## config.mk

```make
export PLATFORM = sky130hd
export DESIGN_NAME = ibex_ex_issue_flat
export DESIGN_NICKNAME = d
export VERILOG_FILES = /design/src/rtl/ibex_ex_issue_if.sv /design/src/rtl/ibex_ex_issue.sv /design/src/flat_wrapper.sv
export SDC_FILE = /design/constraint.sdc
export NUM_CORES = 1
export LEC_CHECK = 0
export CORE_AREA = 4 4 167 169
export DETAILED_ROUTE_END_ITERATION = 6
export DIE_AREA = 0 0 171 173
export GPL_ROUTABILITY_DRIVEN = 0
export HOLD_SLACK_MARGIN = 0.12
export PLACE_DENSITY = 0.63
export SETUP_SLACK_MARGIN = 0.5
export SLEW_MARGIN = 40
export SYNTH_ARGS = -nofsm -noshare
export SYNTH_HDL_FRONTEND = slang
export SYNTH_SLANG_ARGS = --single-unit
```

## constraint.sdc

```tcl
create_clock -name clk_i -period 2.9 [get_ports clk_i]
set_input_delay 0.29 -clock clk_i [delete_from_list [all_inputs] [get_ports clk_i]]
set_output_delay 0.29 -clock clk_i [all_outputs]
set_load 0.005 [all_outputs]
```

## src/rtl/ibex_ex_issue_if.sv

```systemverilog
// Issue-side handshake between decode and ibex_ex_issue.
// Carries one decoded ALU/multdiv operation per valid/ready handshake.
//   master: decode side, drives the operation fields and instr_valid_i
//   slave : issue sequencer, drives instr_ready_o
interface ibex_ex_issue_if;
    logic        instr_valid_i;
    logic        instr_ready_o;
    logic [5:0]  op_alu_operator_i;
    logic [1:0]  op_md_operator_i;
    logic [1:0]  op_md_signed_i;
    logic        op_is_mult_i;
    logic        op_is_div_i;
    logic [31:0] op_a_i;
    logic [31:0] op_b_i;

    modport master (
        output instr_valid_i, op_alu_operator_i, op_md_operator_i, op_md_signed_i,
               op_is_mult_i, op_is_div_i, op_a_i, op_b_i,
        input  instr_ready_o
    );

    modport slave (
        input  instr_valid_i, op_alu_operator_i, op_md_operator_i, op_md_signed_i,
               op_is_mult_i, op_is_div_i, op_a_i, op_b_i,
        output instr_ready_o
    );
endinterface

```

## src/rtl/ibex_ex_issue.sv

```systemverilog
// ibex_ex_issue: issue-side sequencer for the execute block.
// Accepts one operation (instr interface), drives it into the execute block
// while holding the two 34-bit intermediate registers that multi-cycle
// operations write back, captures the result on ex_valid_i and offers it to
// writeback over result_valid_o/result_ready_i.
// Ports:
//   clk_i, rst_i        clock, synchronous active-high reset
//   instr               slave side of the issue handshake
//   kill_i              flush, aborts anything in flight
//   alu_*/multdiv_*     operands and controls to the execute block
//   mult/div_en/sel     unit enables, only asserted while executing
//   imd_val_*           intermediate register write port / contents
//   ex_valid_i          execute result valid, result_ex_i its data
//   result_*/illegal_o  writeback handshake and registered result
module ibex_ex_issue #(
    parameter int RV32M = 2
) (
    input  logic                clk_i,
    input  logic                rst_i,
    ibex_ex_issue_if.slave      instr,
    input  logic                kill_i,
    output logic [5:0]          alu_operator_o,
    output logic [31:0]         alu_operand_a_o,
    output logic [31:0]         alu_operand_b_o,
    output logic                alu_instr_first_cycle_o,
    output logic [1:0]          multdiv_operator_o,
    output logic [1:0]          multdiv_signed_mode_o,
    output logic [31:0]         multdiv_operand_a_o,
    output logic [31:0]         multdiv_operand_b_o,
    output logic                mult_en_o,
    output logic                div_en_o,
    output logic                mult_sel_o,
    output logic                div_sel_o,
    output logic                multdiv_ready_id_o,
    input  logic [1:0]          imd_val_we_i,
    input  logic [67:0]         imd_val_d_i,
    output logic [67:0]         imd_val_q_o,
    input  logic                ex_valid_i,
    input  logic [31:0]         result_ex_i,
    output logic                result_valid_o,
    input  logic                result_ready_i,
    output logic [31:0]         result_o,
    output logic                illegal_o
);

    typedef enum logic [1:0] {IDLE, EXEC, DONE} state_e;

    localparam logic NO_MD = (RV32M == 0);

    state_e            state;
    logic [5:0]        alu_op_q;
    logic [1:0]        md_op_q;
    logic [1:0]        md_signed_q;
    logic [31:0]       op_a_q;
    logic [31:0]       op_b_q;
    logic              first_q;
    logic              mult_q;
    logic              div_q;
    logic              md_ready_q;
    logic              res_valid_q;
    logic [31:0]       result_q;
    logic              illegal_q;
    logic [1:0][33:0]  imd_q;

    always_ff @(posedge clk_i) begin
        if (rst_i) begin
            state       <= IDLE;
            alu_op_q    <= '0;
            md_op_q     <= '0;
            md_signed_q <= '0;
            op_a_q      <= '0;
            op_b_q      <= '0;
            first_q     <= 1'b0;
            mult_q      <= 1'b0;
            div_q       <= 1'b0;
            md_ready_q  <= 1'b0;
            res_valid_q <= 1'b0;
            result_q    <= '0;
            illegal_q   <= 1'b0;
            imd_q       <= '0;
        end else if (kill_i) begin
            // Flush wins over accept, imd writes and result capture.
            state       <= IDLE;
            first_q     <= 1'b0;
            mult_q      <= 1'b0;
            div_q       <= 1'b0;
            md_ready_q  <= 1'b0;
            res_valid_q <= 1'b0;
        end else begin
            case (state)
                IDLE: begin
                    if (instr.instr_valid_i) begin
                        alu_op_q    <= instr.op_alu_operator_i;
                        md_op_q     <= instr.op_md_operator_i;
                        md_signed_q <= instr.op_md_signed_i;
                        op_a_q      <= instr.op_a_i;
                        op_b_q      <= instr.op_b_i;
                        if (NO_MD && (instr.op_is_mult_i || instr.op_is_div_i)) begin
                            // No multdiv unit: answer immediately, never enter EXEC.
                            state       <= DONE;
                            result_q    <= '0;
                            illegal_q   <= 1'b1;
                            res_valid_q <= 1'b1;
                        end else begin
                            // Control outputs are registered, so they are
                            // set up here for the first EXEC cycle.
                            state      <= EXEC;
                            illegal_q  <= 1'b0;
                            first_q    <= 1'b1;
                            mult_q     <= instr.op_is_mult_i;
                            div_q      <= instr.op_is_div_i;
                            md_ready_q <= 1'b1;
                        end
                    end
                end
                EXEC: begin
                    first_q <= 1'b0;
                    for (int i = 0; i < 2; i++) begin
                        if (imd_val_we_i[i]) imd_q[i] <= imd_val_d_i[34*i +: 34];
                    end
                    if (ex_valid_i) begin
                        state       <= DONE;
                        result_q    <= result_ex_i;
                        res_valid_q <= 1'b1;
                        mult_q      <= 1'b0;
                        div_q       <= 1'b0;
                        md_ready_q  <= 1'b0;
                    end
                end
                DONE: begin
                    if (result_ready_i) begin
                        state       <= IDLE;
                        res_valid_q <= 1'b0;
                    end
                end
                default: state <= IDLE;
            endcase
        end
    end

    assign instr.instr_ready_o     = (state == IDLE);
    assign alu_operator_o          = alu_op_q;
    assign alu_operand_a_o         = op_a_q;
    assign alu_operand_b_o         = op_b_q;
    assign alu_instr_first_cycle_o = first_q;
    assign multdiv_operator_o      = md_op_q;
    assign multdiv_signed_mode_o   = md_signed_q;
    assign multdiv_operand_a_o     = op_a_q;
    assign multdiv_operand_b_o     = op_b_q;
    assign mult_en_o               = mult_q;
    assign mult_sel_o              = mult_q;
    assign div_en_o                = div_q;
    assign div_sel_o               = div_q;
    assign multdiv_ready_id_o      = md_ready_q;
    assign imd_val_q_o             = imd_q;
    assign result_valid_o          = res_valid_q;
    assign result_o                = result_q;
    assign illegal_o               = illegal_q;

endmodule

```

## src/flat_wrapper.sv

```systemverilog
// flat-port wrapper written by rule: the top's interface ports become plain ports
module ibex_ex_issue_flat 
#(
    parameter int RV32M = 2
)
  (clk_i, rst_i, kill_i, alu_operator_o, alu_operand_a_o, alu_operand_b_o, alu_instr_first_cycle_o, multdiv_operator_o, multdiv_signed_mode_o, multdiv_operand_a_o, multdiv_operand_b_o, mult_en_o, div_en_o, mult_sel_o, div_sel_o, multdiv_ready_id_o, imd_val_we_i, imd_val_d_i, imd_val_q_o, ex_valid_i, result_ex_i, result_valid_o, result_ready_i, result_o, illegal_o, instr_instr_valid_i, instr_op_alu_operator_i, instr_op_md_operator_i, instr_op_md_signed_i, instr_op_is_mult_i, instr_op_is_div_i, instr_op_a_i, instr_op_b_i, instr_instr_ready_o);
  ibex_ex_issue_if instr_i ();
  input  logic clk_i;
  input  logic rst_i;
  input  logic kill_i;
  output logic [5:0] alu_operator_o;
  output logic [31:0] alu_operand_a_o;
  output logic [31:0] alu_operand_b_o;
  output logic alu_instr_first_cycle_o;
  output logic [1:0] multdiv_operator_o;
  output logic [1:0] multdiv_signed_mode_o;
  output logic [31:0] multdiv_operand_a_o;
  output logic [31:0] multdiv_operand_b_o;
  output logic mult_en_o;
  output logic div_en_o;
  output logic mult_sel_o;
  output logic div_sel_o;
  output logic multdiv_ready_id_o;
  input  logic [1:0] imd_val_we_i;
  input  logic [67:0] imd_val_d_i;
  output logic [67:0] imd_val_q_o;
  input  logic ex_valid_i;
  input  logic [31:0] result_ex_i;
  output logic result_valid_o;
  input  logic result_ready_i;
  output logic [31:0] result_o;
  output logic illegal_o;
  input wire logic [$bits(instr_i.instr_valid_i)-1:0] instr_instr_valid_i;
  input wire logic [$bits(instr_i.op_alu_operator_i)-1:0] instr_op_alu_operator_i;
  input wire logic [$bits(instr_i.op_md_operator_i)-1:0] instr_op_md_operator_i;
  input wire logic [$bits(instr_i.op_md_signed_i)-1:0] instr_op_md_signed_i;
  input wire logic [$bits(instr_i.op_is_mult_i)-1:0] instr_op_is_mult_i;
  input wire logic [$bits(instr_i.op_is_div_i)-1:0] instr_op_is_div_i;
  input wire logic [$bits(instr_i.op_a_i)-1:0] instr_op_a_i;
  input wire logic [$bits(instr_i.op_b_i)-1:0] instr_op_b_i;
  output wire logic [$bits(instr_i.instr_ready_o)-1:0] instr_instr_ready_o;
  assign instr_i.instr_valid_i = instr_instr_valid_i;
  assign instr_i.op_alu_operator_i = instr_op_alu_operator_i;
  assign instr_i.op_md_operator_i = instr_op_md_operator_i;
  assign instr_i.op_md_signed_i = instr_op_md_signed_i;
  assign instr_i.op_is_mult_i = instr_op_is_mult_i;
  assign instr_i.op_is_div_i = instr_op_is_div_i;
  assign instr_i.op_a_i = instr_op_a_i;
  assign instr_i.op_b_i = instr_op_b_i;
  assign instr_instr_ready_o = instr_i.instr_ready_o;
  ibex_ex_issue #(.RV32M(RV32M)) u_core (.clk_i(clk_i), .rst_i(rst_i), .instr(instr_i), .kill_i(kill_i), .alu_operator_o(alu_operator_o), .alu_operand_a_o(alu_operand_a_o), .alu_operand_b_o(alu_operand_b_o), .alu_instr_first_cycle_o(alu_instr_first_cycle_o), .multdiv_operator_o(multdiv_operator_o), .multdiv_signed_mode_o(multdiv_signed_mode_o), .multdiv_operand_a_o(multdiv_operand_a_o), .multdiv_operand_b_o(multdiv_operand_b_o), .mult_en_o(mult_en_o), .div_en_o(div_en_o), .mult_sel_o(mult_sel_o), .div_sel_o(div_sel_o), .multdiv_ready_id_o(multdiv_ready_id_o), .imd_val_we_i(imd_val_we_i), .imd_val_d_i(imd_val_d_i), .imd_val_q_o(imd_val_q_o), .ex_valid_i(ex_valid_i), .result_ex_i(result_ex_i), .result_valid_o(result_valid_o), .result_ready_i(result_ready_i), .result_o(result_o), .illegal_o(illegal_o));
endmodule
```

==> results by group, run 1 <==
STA
  • Setup_tns: 0 ps
  • Slew @ Worst Pin: 745 ps
  • Final Skew: 13.7 ps
  • Tmin final: 2020 ps
  • Final hold viol count: 0
  • Setup Viol. Count Final: 0
  • RSZ-0062 raised after global routing: no
  • Fin crit share: 69.6%
  • Rel. slew slack: 50.4%
  • Fmax: 495 MHz
  • Max-slew violations: 0

Global routing
  • Grt ovf: 0
  • Antenna violations before repair: 2
  • Vias in the first global route: 6,540
  • First-pass GRT wire length: 37.7 mm
  • Total track usage: 16.2%
  • Largest net degree at the start of global routing: 91

Place
  • HPWL after DPL: 18.4 mm
  • Port Buffers: 429
  • Dpl cells: 1,520

Layout
  • Share of cells above drive strength 1: 4.54%
  • Final core area utilization: 43.3%
  • Area grow syn2layout: 66.9%
  • Fill count: 2,628
  • Fin cells: 1,553
  • Nets: 1,382

Detailed routing
  • Post-route DRC: 0
  • ANT nets after route: 0
  • DR pass1 iterations: 5
  • DR vias/cell: 4.30
  • Routed wire per std cell: 16.4 um
  • Routed WL: 25.5 mm
  • Initial DRC Count: 366
  • Detailed-route via count: 6,679

Yosys
  • Post-synth cell types: 24
  • Synth Area in Simple Gates: 21.6%
  • Number of synthesized register bits: 181
  • Post-Syn Area per Cell: 7.97 um^2
  • Compound-Gate Fraction of Synth Area: 13.2%
  • Yosys top cell area share: 52.6%
  • Sequential-to-total area share from yosys stat: 52.6%
  • Xor/xnor cell area share of the yosys netlist: 0%
  • Post-synthesis cell area: 0.00689 mm^2
  • Post-synth net total: 1,049
  • Synth Area in Adders: 0%
  • Synth Flop Type: dfxtp_1
  • Async set-reset flop share out of synthesis: 0%
  • Largest family of logic cells by synthesized area: simple AND/OR/NAND/NOR gates
  • Largest area contributor in the netlist: dfxtp_1
  • Top post-synthesis cells by count: 351 x nand2_1, 181 x a21oi_1, 181 x dfxtp_1
  • Post-synthesis mux area share: 0%
  • Most frequent cell after synthesis: nand2_1
  • Area contributors post-synth: dfxtp_1 53%, nand2_1 19%, a21oi_1 13%
  • Number of enable flip-flop cells after synthesis: 0
  • Cells after synthesis: 865
  • Synth warn: 0

Setup path
  • Critical Path RT: 2610 ps
  • CP Launch Type: register
  • CP arrival: 1730 ps
  • Critical Path Sink Type: primary output
  • WS Path Type: reg2out
  • Crit-path max FO: 16

Die
  • Initial core utilization: 25.9%
  • Die X: 171 um
  • Floorplan row count: 60
  • Die area: 0.0296 mm^2
  • # IOs: 431
  • Die Height: 173 um
  • Core footprint: 0.0266 mm^2

Power and ir drop
  • Leak: 3.92 nW
  • P_int: 0.00417 W
  • Overall Power: 0.00560 W
  • Power per cell area: 487 mW/mm^2
  • Comb pwr share: 12.6%
  • Psw: 0.00142 W
  • Switch share: 25.4%
  • Power share of the clock group: 40.8%
  • Max VDD drop: 0.276 mV
  • Sequential share of power: 46.6%

CTS
  • Setup Fix Bufs, Post-CTS: 0
  • Clock Sinks: 181
  • CTS tree: yes
  • Post_cts resized: 0
  • CTS Root Cell: clkbuf_16
  • Worst-Skew Late Latency: 430 ps
  • Hold_buf cts: 0
  • CTS clk-pin slew, worst paths: 70 ps
  • Num CTS Buffers: 17
  • Clk buf depth: 2
  • CTS H-Tree Depth: 4

Job
  • Max cap viols: 0

Status
  • Outcome: completed

Worst hold path
  • Hold WC Path Type: in2reg
## placed cells by master, fill, tap and decap left out, types with 3 or more instances in the layout
master,instances
inv_8,3
inv_6,6
buf_4,11
clkdlybuf4s50_1,428
nand2_1,351
a21oi_1,181
clkbuf_16,17
buf_12,3
dfxtp_1,181
## worst max-delay path, stage by stage (launching register included)
cell and delay, ps:
dfxtp_1 720, nor2_1 100, clkdlybuf4s50_1 490
## kinds of logic after synthesis
| group | after synthesis |
|---|---|
| AO/OA/AOI/OAI | 182 |
| other | 1 |
| buffers and inverters | 130 |
| flip-flops | 181 |
| AND/OR/NAND/NOR | 371 |
## flip-flops by register name, indices dropped and copies added, names as in the netlist, 2 cells and up
register	cells
u_core.alu_operand_a_o	32
u_core.alu_operand_b_o	32
u_core.alu_operator_o	6
u_core.imd_val_q_o	68
u_core.multdiv_operator_o	2
u_core.multdiv_signed_mode_o	2
u_core.result_o	32
u_core.state	2
## routing by layer
layer  part of all wire (%)  up-vias  track usage, %
met5                  0.079        -               0
met4                    1.3        2            4.03
met3                     10       13            7.04
met2                     48      281            27.7
met1                     40     3015            18.4
li1                       -     3368               -
## final timing paths
kind / start / endpoint / slack, ps / cells past startpoint
min: rst_i / u_core.imd_val_q_o[0]$_SDFFE_PP0P_ / 370 / 2
max: u_core.state[0]$_SDFFE_PP0P_ / instr_instr_ready_o / 880 / 2
max reg2reg: u_core.state[0]$_SDFFE_PP0P_ / u_core.alu_operand_b_o[15]$_SDFFE_PP0P_ / 940 / 4
min reg2reg: u_core.result_o[3]$_SDFFE_PP0P_ / u_core.result_o[3]$_SDFFE_PP0P_ / 450 / 2
## cell type report
| type | count | area (um^2) | area share, % |
|---|---|---|---|
| Timing Repair Buffer | 443 | 4440 | 38.6 |
| Sequential cell | 181 | 3620 | 31.5 |
| Multi-Input combinational cell | 554 | 2430 | 21.2 |
| Clock buffer | 18 | 439 | 3.82 |
| Tap cell | 341 | 427 | 3.71 |
| Clock inverter | 14 | 130 | 1.13 |
| Inverter | 1 | 3.75 | 0.0326 |
| Antenna cell | 1 | 2.50 | 0.0218 |
## per-stage QoR
stage               hold slack, ps  area (um^2)  setup WS, ps
floorplan                      426         6890          1500
global placement               440        10900           734
detailed placement             446        10900           711
CTS                            378        11500           837
global route                   372        11500           743
finish                         366        11500           881
## power groups by stage
| stage | Combinational (W) | Sequential [W] | Clock, W |
|---|---|---|---|
| 5_1_grt | 0.000765 | 0.00262 | 0.00247 |
| 3_5_place_dp | 0.000715 | 0.00267 | 0 |
| 4_1_cts | 0.000719 | 0.00261 | 0.00237 |
| 3_3_place_gp | 0.000708 | 0.00266 | 0 |
| 6_report | 0.000707 | 0.00261 | 0.00228 |
| 2_1_floorplan | 0.000240 | 0.00266 | 0 |
Note: power is estimated with default switching activity, not from simulation.
==> run 2: changes to the inputs <==
--- a/config.mk
+++ b/config.mk
@@ -5,12 +5,12 @@
 export SDC_FILE = /design/constraint.sdc
 export NUM_CORES = 1
 export LEC_CHECK = 0
-export CORE_AREA = 4 4 167 169
+export CORE_AREA = 4 4 164 166
 export DETAILED_ROUTE_END_ITERATION = 6
-export DIE_AREA = 0 0 171 173
+export DIE_AREA = 0 0 168 170
 export GPL_ROUTABILITY_DRIVEN = 0
 export HOLD_SLACK_MARGIN = 0.12
-export PLACE_DENSITY = 0.63
+export PLACE_DENSITY = 0.65
 export SETUP_SLACK_MARGIN = 0.5
 export SLEW_MARGIN = 40
 export SYNTH_ARGS = -nofsm -noshare
==> constraint.sdc (replaced) <==
create_clock -name clk_i -period 2.05 [get_ports clk_i]
set_input_delay 0.205 -clock clk_i [delete_from_list [all_inputs] [get_ports clk_i]]
set_output_delay 0.205 -clock clk_i [all_outputs]
set_load 0.005 [all_outputs]
==> run 2 against run 1 <==
  * Largest power group unchanged
  * Core utilization increased by 2.5 points
  * First-iteration DRC count fell by 11%
  * Via count grew 0.93%
  * Clock power is 47% higher
  * Largest cell class unchanged
  * Critical endpoint is now alu_operand_b_o[22]
  * Power up 44%
  * Design area up 1.9%
  * Non-clock buffer count grew 2
==> results by group, run 2 (synthesis results as in run 1) <==
STA
  • Setup_tns: 0 ps (unchanged)
  • Fin crit share: 73.5%
  • Final hold viol count: 0 (unchanged)
  • Setup WS post-layout: 543 ps (-338 ps)
  • RSZ-0062 raised after global routing: no
  • Setup Viol. Count Final: 0 (unchanged)
  • Fmax: 663 MHz
  • Max-slew violations: 0 (unchanged)
  • Tmin final: 1510 ps
  • Final Skew: 15.3 ps (+1.55 ps)
  • Min Hold Slack: 315 ps (-50.8 ps)

Setup path
  • CP Launch Type: register
  • Worst Setup EP: alu_operand_b_o[22]
  • WS Path Type: reg2out
  • Worst Reg-to-Reg Cells: 4 (unchanged)
  • Critical Path RT: 1850 ps (-760 ps)
  • RR Endpoint: u_core.alu_operand_b_o[10]$_SDFFE_PP0P_
  • Crit-path slowest cell: clkdlybuf4s50_1
  • Worst path max stage delay: 550 ps (-170 ps)
  • FF-to-FF setup slack: 550 ps (-390 ps)
  • Setup crit start: u_core.alu_operand_b_o[22]$_SDFFE_PP0P_
  • Crit-path max FO: 3 (-13)
  • Critical Path Sink Type: primary output
  • WP depth: 1 (-1)
  • Cells along the critical path: clkdlybuf4s50_1
  • Reg2reg start: u_core.state[0]$_SDFFE_PP0P_
  • Delay-heaviest family, CP: buffers and inverters
  • Buf/Inv on CP: 1 (unchanged)
  • CP arrival: 1300 ps (-430 ps)

CTS
  • Num CTS Buffers: 17 (unchanged)
  • CTS clk-pin slew, worst paths: 80 ps (about the same)
  • Worst-Skew Late Latency: 420 ps (about the same)
  • Setup Fix Bufs, Post-CTS: 0 (unchanged)
  • CTS tree: yes
  • Clock Sinks: 181 (unchanged)
  • CTS H-Tree Depth: 4 (unchanged)
  • CTS Root Cell: clkbuf_16
  • Clk buf depth: 2 (unchanged)

Die
  • Die Height: 170 um (-1.7%)
  • Die area: 0.0286 mm^2 (-3.5%)
  • Die X: 168 um (-1.8%)
  • Floorplan row count: 59 (-1.7%)
  • Initial core utilization: 26.9% (+0.97 points)
  • Core footprint: 0.0256 mm^2 (-3.6%)
  • # IOs: 431 (unchanged)

Detailed routing
  • Routed wire per std cell: 16.2 um (-1.2%)
  • Detailed-route via count: 6,741 (+0.93%)
  • Post-route DRC: 0 (unchanged)
  • DR vias/cell: 4.35 (+1.3%)
  • Initial DRC Count: 327 (-11%)
  • Routed WL: 25.1 mm (-1.5%)
  • DR pass1 iterations: 4 (-1)
  • ANT nets after route: 0 (unchanged)

Layout
  • Share of cells above drive strength 1: 8.24% (+3.7 points)
  • Leading cell type in the layout, fill and taps excluded: clkdlybuf4s50_1
  • Nets: 1,384 (+0.14%)
  • Post-route cell area: 0.0117 mm^2 (+1.9%)
  • Area grow syn2layout: 70.0%
  • Most frequent cells in the layout: 355 x clkdlybuf4s50_1, 351 x nand2_1, 181 x a21oi_1, 137 x dfxtp_1, 41 x dfxtp_2
  • Reg area: 0.00369 mm^2 (+1.7%)
  • Fin cells: 1,548 (-0.32%)
  • Largest register FFs: 68 (unchanged)
  • N_diodes: 0 (-1)
  • Area occupied by multi-input gates: 0.00243 mm^2 (unchanged)
  • Fill count: 2,497 (-5.0%)

Place
  • Dpl cells: 1,515 (-0.33%)
  • Port Buffers: 429 (unchanged)
  • Cell area after placement: 0.0110 mm^2 (+0.57%)
  • HPWL after DPL: 18.2 mm (-1.4%)
  • Pre-CTS setup slack: 222 ps (-489 ps)

Global routing
  • Antenna violations before repair: 1 (-1)
  • Vias in the first global route: 6,517 (-0.35%)
  • Total track usage: 16.4% (+0.26 points)
  • Largest net degree at the start of global routing: 89 (-2.2%)
  • First-pass GRT wire length: 37.4 mm (-0.90%)
  • Grt ovf: 0 (unchanged)

Power and ir drop
  • Power per cell area: 686 mW/mm^2 (+41%)
  • Max VDD drop: 0.453 mV (+64%)
  • Leak: 4.84 nW (+23%)

Worst hold path
  • Hold WC Path Type: in2reg
  • WHS Path Cells: 3 (+1)

Status
  • Outcome: completed

Job
  • Max cap viols: 0 (unchanged)
## run 2: cell type report
cell class                 count  area share (%)
sequential                   181            31.5
inverter                       1          0.0320
clock buffer                  18            3.75
multi-input combinational    554            20.8
tap                          335            3.58
timing repair buffer         445            39.0
clock inverter                14            1.35
## run 2: how the worst min path moves through the flow
stage	start	slack (ps)	to
6_report	instr_op_b_i[12]	320	u_core.alu_operand_b_o[12]$_SDFFE_PP0P_
3_3_place_gp	rst_i	420	u_core.imd_val_q_o[33]$_SDFFE_PP0P_
3_5_place_dp	rst_i	420	u_core.imd_val_q_o[33]$_SDFFE_PP0P_
2_1_floorplan	instr_op_alu_operator_i[0]	340	u_core.alu_operator_o[0]$_SDFFE_PP0P_
4_1_cts	instr_op_b_i[11]	290	u_core.alu_operand_b_o[11]$_SDFFE_PP0P_
5_1_grt	instr_op_a_i[25]	300	u_core.alu_operand_a_o[25]$_SDFFE_PP0P_
## run 2: layer usage
layer | track usage, % | vias to the layer above | part of all wire [%]
met5 | 0 | - | 0.048
met4 | 4.59 | 2 | 1.5
met3 | 7.53 | 18 | 11
met2 | 28.0 | 295 | 49
met1 | 18.7 | 3057 | 39
li1 | - | 3369 | -
## run 2: timing repair
action	CTS	global route
endpoints found under the hold margin	3	0
resized for setup	53	69
setup endpoints to repair	170	135
hold buffers	1	0
## run 2: through the flow
step	power (W)	util [%]
after floorplan	0.00410	-
after global placement	0.00478	42.9
after detailed placement	0.00479	42.9
after CTS	0.00820	45.2
after global routing	0.00841	45.7
final	0.00804	45.7
## run 2: power by group
group | internal [W] | switching (W) | total, W
clock | 0.00178 | 0.00159 | 0.00336
combinational | 0.000629 | 0.000355 | 0.000984
sequential | 0.00362 | 0.0000734 | 0.00369
total | 0.00602 | 0.00202 | 0.00804
==> run 3: changes to the inputs <==
--- a/config.mk
+++ b/config.mk
@@ -5,12 +5,12 @@
 export SDC_FILE = /design/constraint.sdc
 export NUM_CORES = 1
 export LEC_CHECK = 0
-export CORE_AREA = 4 4 164 166
+export CORE_AREA = 4 4 163 165
 export DETAILED_ROUTE_END_ITERATION = 6
-export DIE_AREA = 0 0 168 170
+export DIE_AREA = 0 0 167 169
 export GPL_ROUTABILITY_DRIVEN = 0
 export HOLD_SLACK_MARGIN = 0.12
-export PLACE_DENSITY = 0.65
+export PLACE_DENSITY = 0.68
 export SETUP_SLACK_MARGIN = 0.5
 export SLEW_MARGIN = 40
 export SYNTH_ARGS = -nofsm -noshare
==> constraint.sdc (replaced) <==
create_clock -name clk_i -period 1.32 [get_ports clk_i]
set_input_delay 0.132 -clock clk_i [delete_from_list [all_inputs] [get_ports clk_i]]
set_output_delay 0.132 -clock clk_i [all_outputs]
set_load 0.005 [all_outputs]
==> run 3 against run 2 <==
  * The run now ends with negative setup slack left
  * Sequential power up 56%
  * Clock power grew 58%
  * Power grew 59%
  * Combinational power grew 77%
  * Final cell count rose by 3.8%
  * Worst setup slack worse by 680 ps
==> results by group, run 3 (synthesis results as in run 1) <==
Status
  • Outcome: finished with violations
  • Failing checks: negative setup slack

Layout
  • Share of cells above drive strength 1: 45.1% (+37 points)
  • Nets: 1,450 (+4.8%)
  • N_diodes: 0 (unchanged)
  • Fin cells: 1,607 (+3.8%)
  • Post-route cell area: 0.0124 mm^2 (+5.8%)
  • Largest register FFs: 68 (unchanged)
  • Most frequent cells in the layout: 346 x nand2_1, 182 x clkdlybuf4s50_1, 176 x buf_6, 171 x dfxtp_2, 155 x a21oi_1
  • Fill count: 2,359 (-5.5%)
  • Leading cell type in the layout, fill and taps excluded: nand2_1
  • Area grow syn2layout: 79.8%

Global routing
  • Vias in the first global route: 7,083 (+8.7%)
  • Total track usage: 17.8% (+1.3 points)
  • First-pass GRT wire length: 40.0 mm (+6.9%)
  • Largest net degree at the start of global routing: 90 (+1.1%)
  • Grt ovf: 0 (unchanged)
  • Antenna violations before repair: 1 (unchanged)

Power and ir drop
  • Sequential share of power: 44.9% (-1.0 points)
  • P_int: 0.00973 W (+61%)
  • Power per cell area: 1030 mW/mm^2 (+50%)
  • Comb pwr share: 13.6% (+1.4 points)
  • Switch share: 24.0% (-1.1 points)
  • Psw: 0.00306 W (+52%)
  • Power share of the clock group: 41.4% (-0.4 points)
  • Leak: 5.05 nW (+4.3%)
  • Max VDD drop: 0.650 mV (+44%)

Die
  • Die X: 167 um (-0.60%)
  • Die Height: 169 um (-0.59%)
  • Floorplan row count: 58 (-1.7%)
  • # IOs: 431 (unchanged)
  • Die area: 0.0282 mm^2 (-1.2%)
  • Initial core utilization: 27.5% (+0.62 points)
  • Core footprint: 0.0250 mm^2 (-2.3%)

Place
  • Cell area after placement: 0.0111 mm^2 (+0.62%)
  • Dpl cells: 1,517 (+0.13%)
  • HPWL after DPL: 18.9 mm (+3.9%)
  • Port Buffers: 429 (unchanged)
  • Pre-CTS setup slack: -397 ps (-619 ps)

CTS
  • Num CTS Buffers: 17 (unchanged)
  • CTS Root Cell: clkbuf_16
  • CTS H-Tree Depth: 4 (unchanged)
  • CTS tree: yes
  • Clk buf depth: 2 (unchanged)
  • Worst-Skew Late Latency: 430 ps (about the same)
  • CTS clk-pin slew, worst paths: 70 ps (about the same)
  • Clock Sinks: 181 (unchanged)

Setup path
  • Critical Path Sink Type: register
  • CP Launch Type: register
  • Cells along the critical path: or4b_4, buf_12, nand2_1, a21oi_1
  • CP arrival: 1740 ps (+440 ps)
  • Crit-path slowest cell: or4b_4
  • FF-to-FF setup slack: -140 ps (-690 ps)
  • WS Path Type: reg2reg
  • Worst path max stage delay: 540 ps (about the same)
  • Critical Path RT: 1600 ps (-250 ps)
  • Crit-path max FO: 64 (+61)

Detailed routing
  • DR vias/cell: 4.49 (+3.0%)
  • Detailed-route via count: 7,209 (+6.9%)
  • Post-route DRC: 0 (unchanged)
  • Initial DRC Count: 483 (+48%)
  • Routed wire per std cell: 17.5 um (+7.8%)
  • ANT nets after route: 0 (unchanged)
  • DR pass1 iterations: 7 (+3)
  • Routed WL: 28.1 mm (+12%)

STA
  • Fmax: 687 MHz
  • Final hold viol count: 0 (unchanged)
  • Setup WS post-layout: -136 ps (-678 ps)
  • Final Skew: 11.5 ps (-3.77 ps)
  • Tmin final: 1460 ps
  • Setup Viol. Count Final: 147 (+147)
  • Fin crit share: 110%
  • RSZ-0062 raised after global routing: yes
  • Setup_tns: -9430 ps (-9430 ps)
  • Max-slew violations: 0 (unchanged)
  • Min Hold Slack: 118 ps (-197 ps)

Job
  • Max cap viols: 0 (unchanged)

Worst hold path
  • Hold WC Path Type: in2reg
[run 3: repair_timing]
| item | 4_1_cts | 5_1_grt |
|---|---|---|
| pin swaps | 1 | 10 |
| cloned | 0 | 7 |
| setup endpoints to repair | 427 | 427 |
| setup buffers | 50 | 3 |
| resized for setup | 1347 | 39 |
| hold endpoints to repair | 7 | 0 |
[run 3: power by group through the flow]
stage               clock network [W]  registers (W)  logic (W)
floorplan                           0        0.00584   0.000536
global placement                    0        0.00585    0.00160
detailed placement                  0        0.00585    0.00161
CTS                           0.00546        0.00575    0.00170
global route                  0.00566        0.00577    0.00187
finish                        0.00530        0.00575    0.00174
[run 3: final timing paths]
kind / depth (start not counted) / end / from
max: 4 / u_core.alu_operator_o[2]$_SDFFE_PP0P_ / u_core.state[0]$_SDFFE_PP0P_
min: 3 / u_core.state[1]$_SDFFE_PP0P_ / rst_i
max reg2reg: 4 / u_core.alu_operator_o[2]$_SDFFE_PP0P_ / u_core.state[0]$_SDFFE_PP0P_
min reg2reg: 2 / u_core.imd_val_q_o[19]$_SDFFE_PP0P_ / u_core.imd_val_q_o[19]$_SDFFE_PP0P_
[run 3: final cells by class]
class                           instances  area (um^2)  area share [%]
Clock buffer                           18          429            3.46
Sequential cell                       181         3860            31.2
Multi-Input combinational cell        554         2560            20.7
Inverter                                1         3.75          0.0303
Tap cell                              330          413            3.33
Clock inverter                         12          170            1.37
Timing Repair Buffer                  511         4950            40.0
[run 3: per-layer routing]
metal	global-route usage (%)	part of all wire [%]	routed length, um	up-vias
li1	-	-	-	3497
met1	19.8	38	10800	3381
met2	31.7	51	14200	305
met3	6.61	8.9	2510	24
met4	5.16	1.9	533	2
met5	0	0.068	19	-
[run 3: worst max-delay path: cells and delay by family, from the launching register on]
kind,cells,cell delay (ps)
and+or+nand+nor,2,650
DFF,1,350
buffers and inverters,1,210
AOI/OAI and AO/OA,1,70
[run 3: through the flow]
| step | power (W) | utilization [%] |
|---|---|---|
| 2_1_floorplan | 0.00638 | - |
| 3_3_place_gp | 0.00745 | 44.2 |
| 3_5_place_dp | 0.00746 | 44.2 |
| 4_1_cts | 0.0129 | 48.2 |
| 5_1_grt | 0.0133 | 49.5 |
| 6_report | 0.0128 | 49.5 |
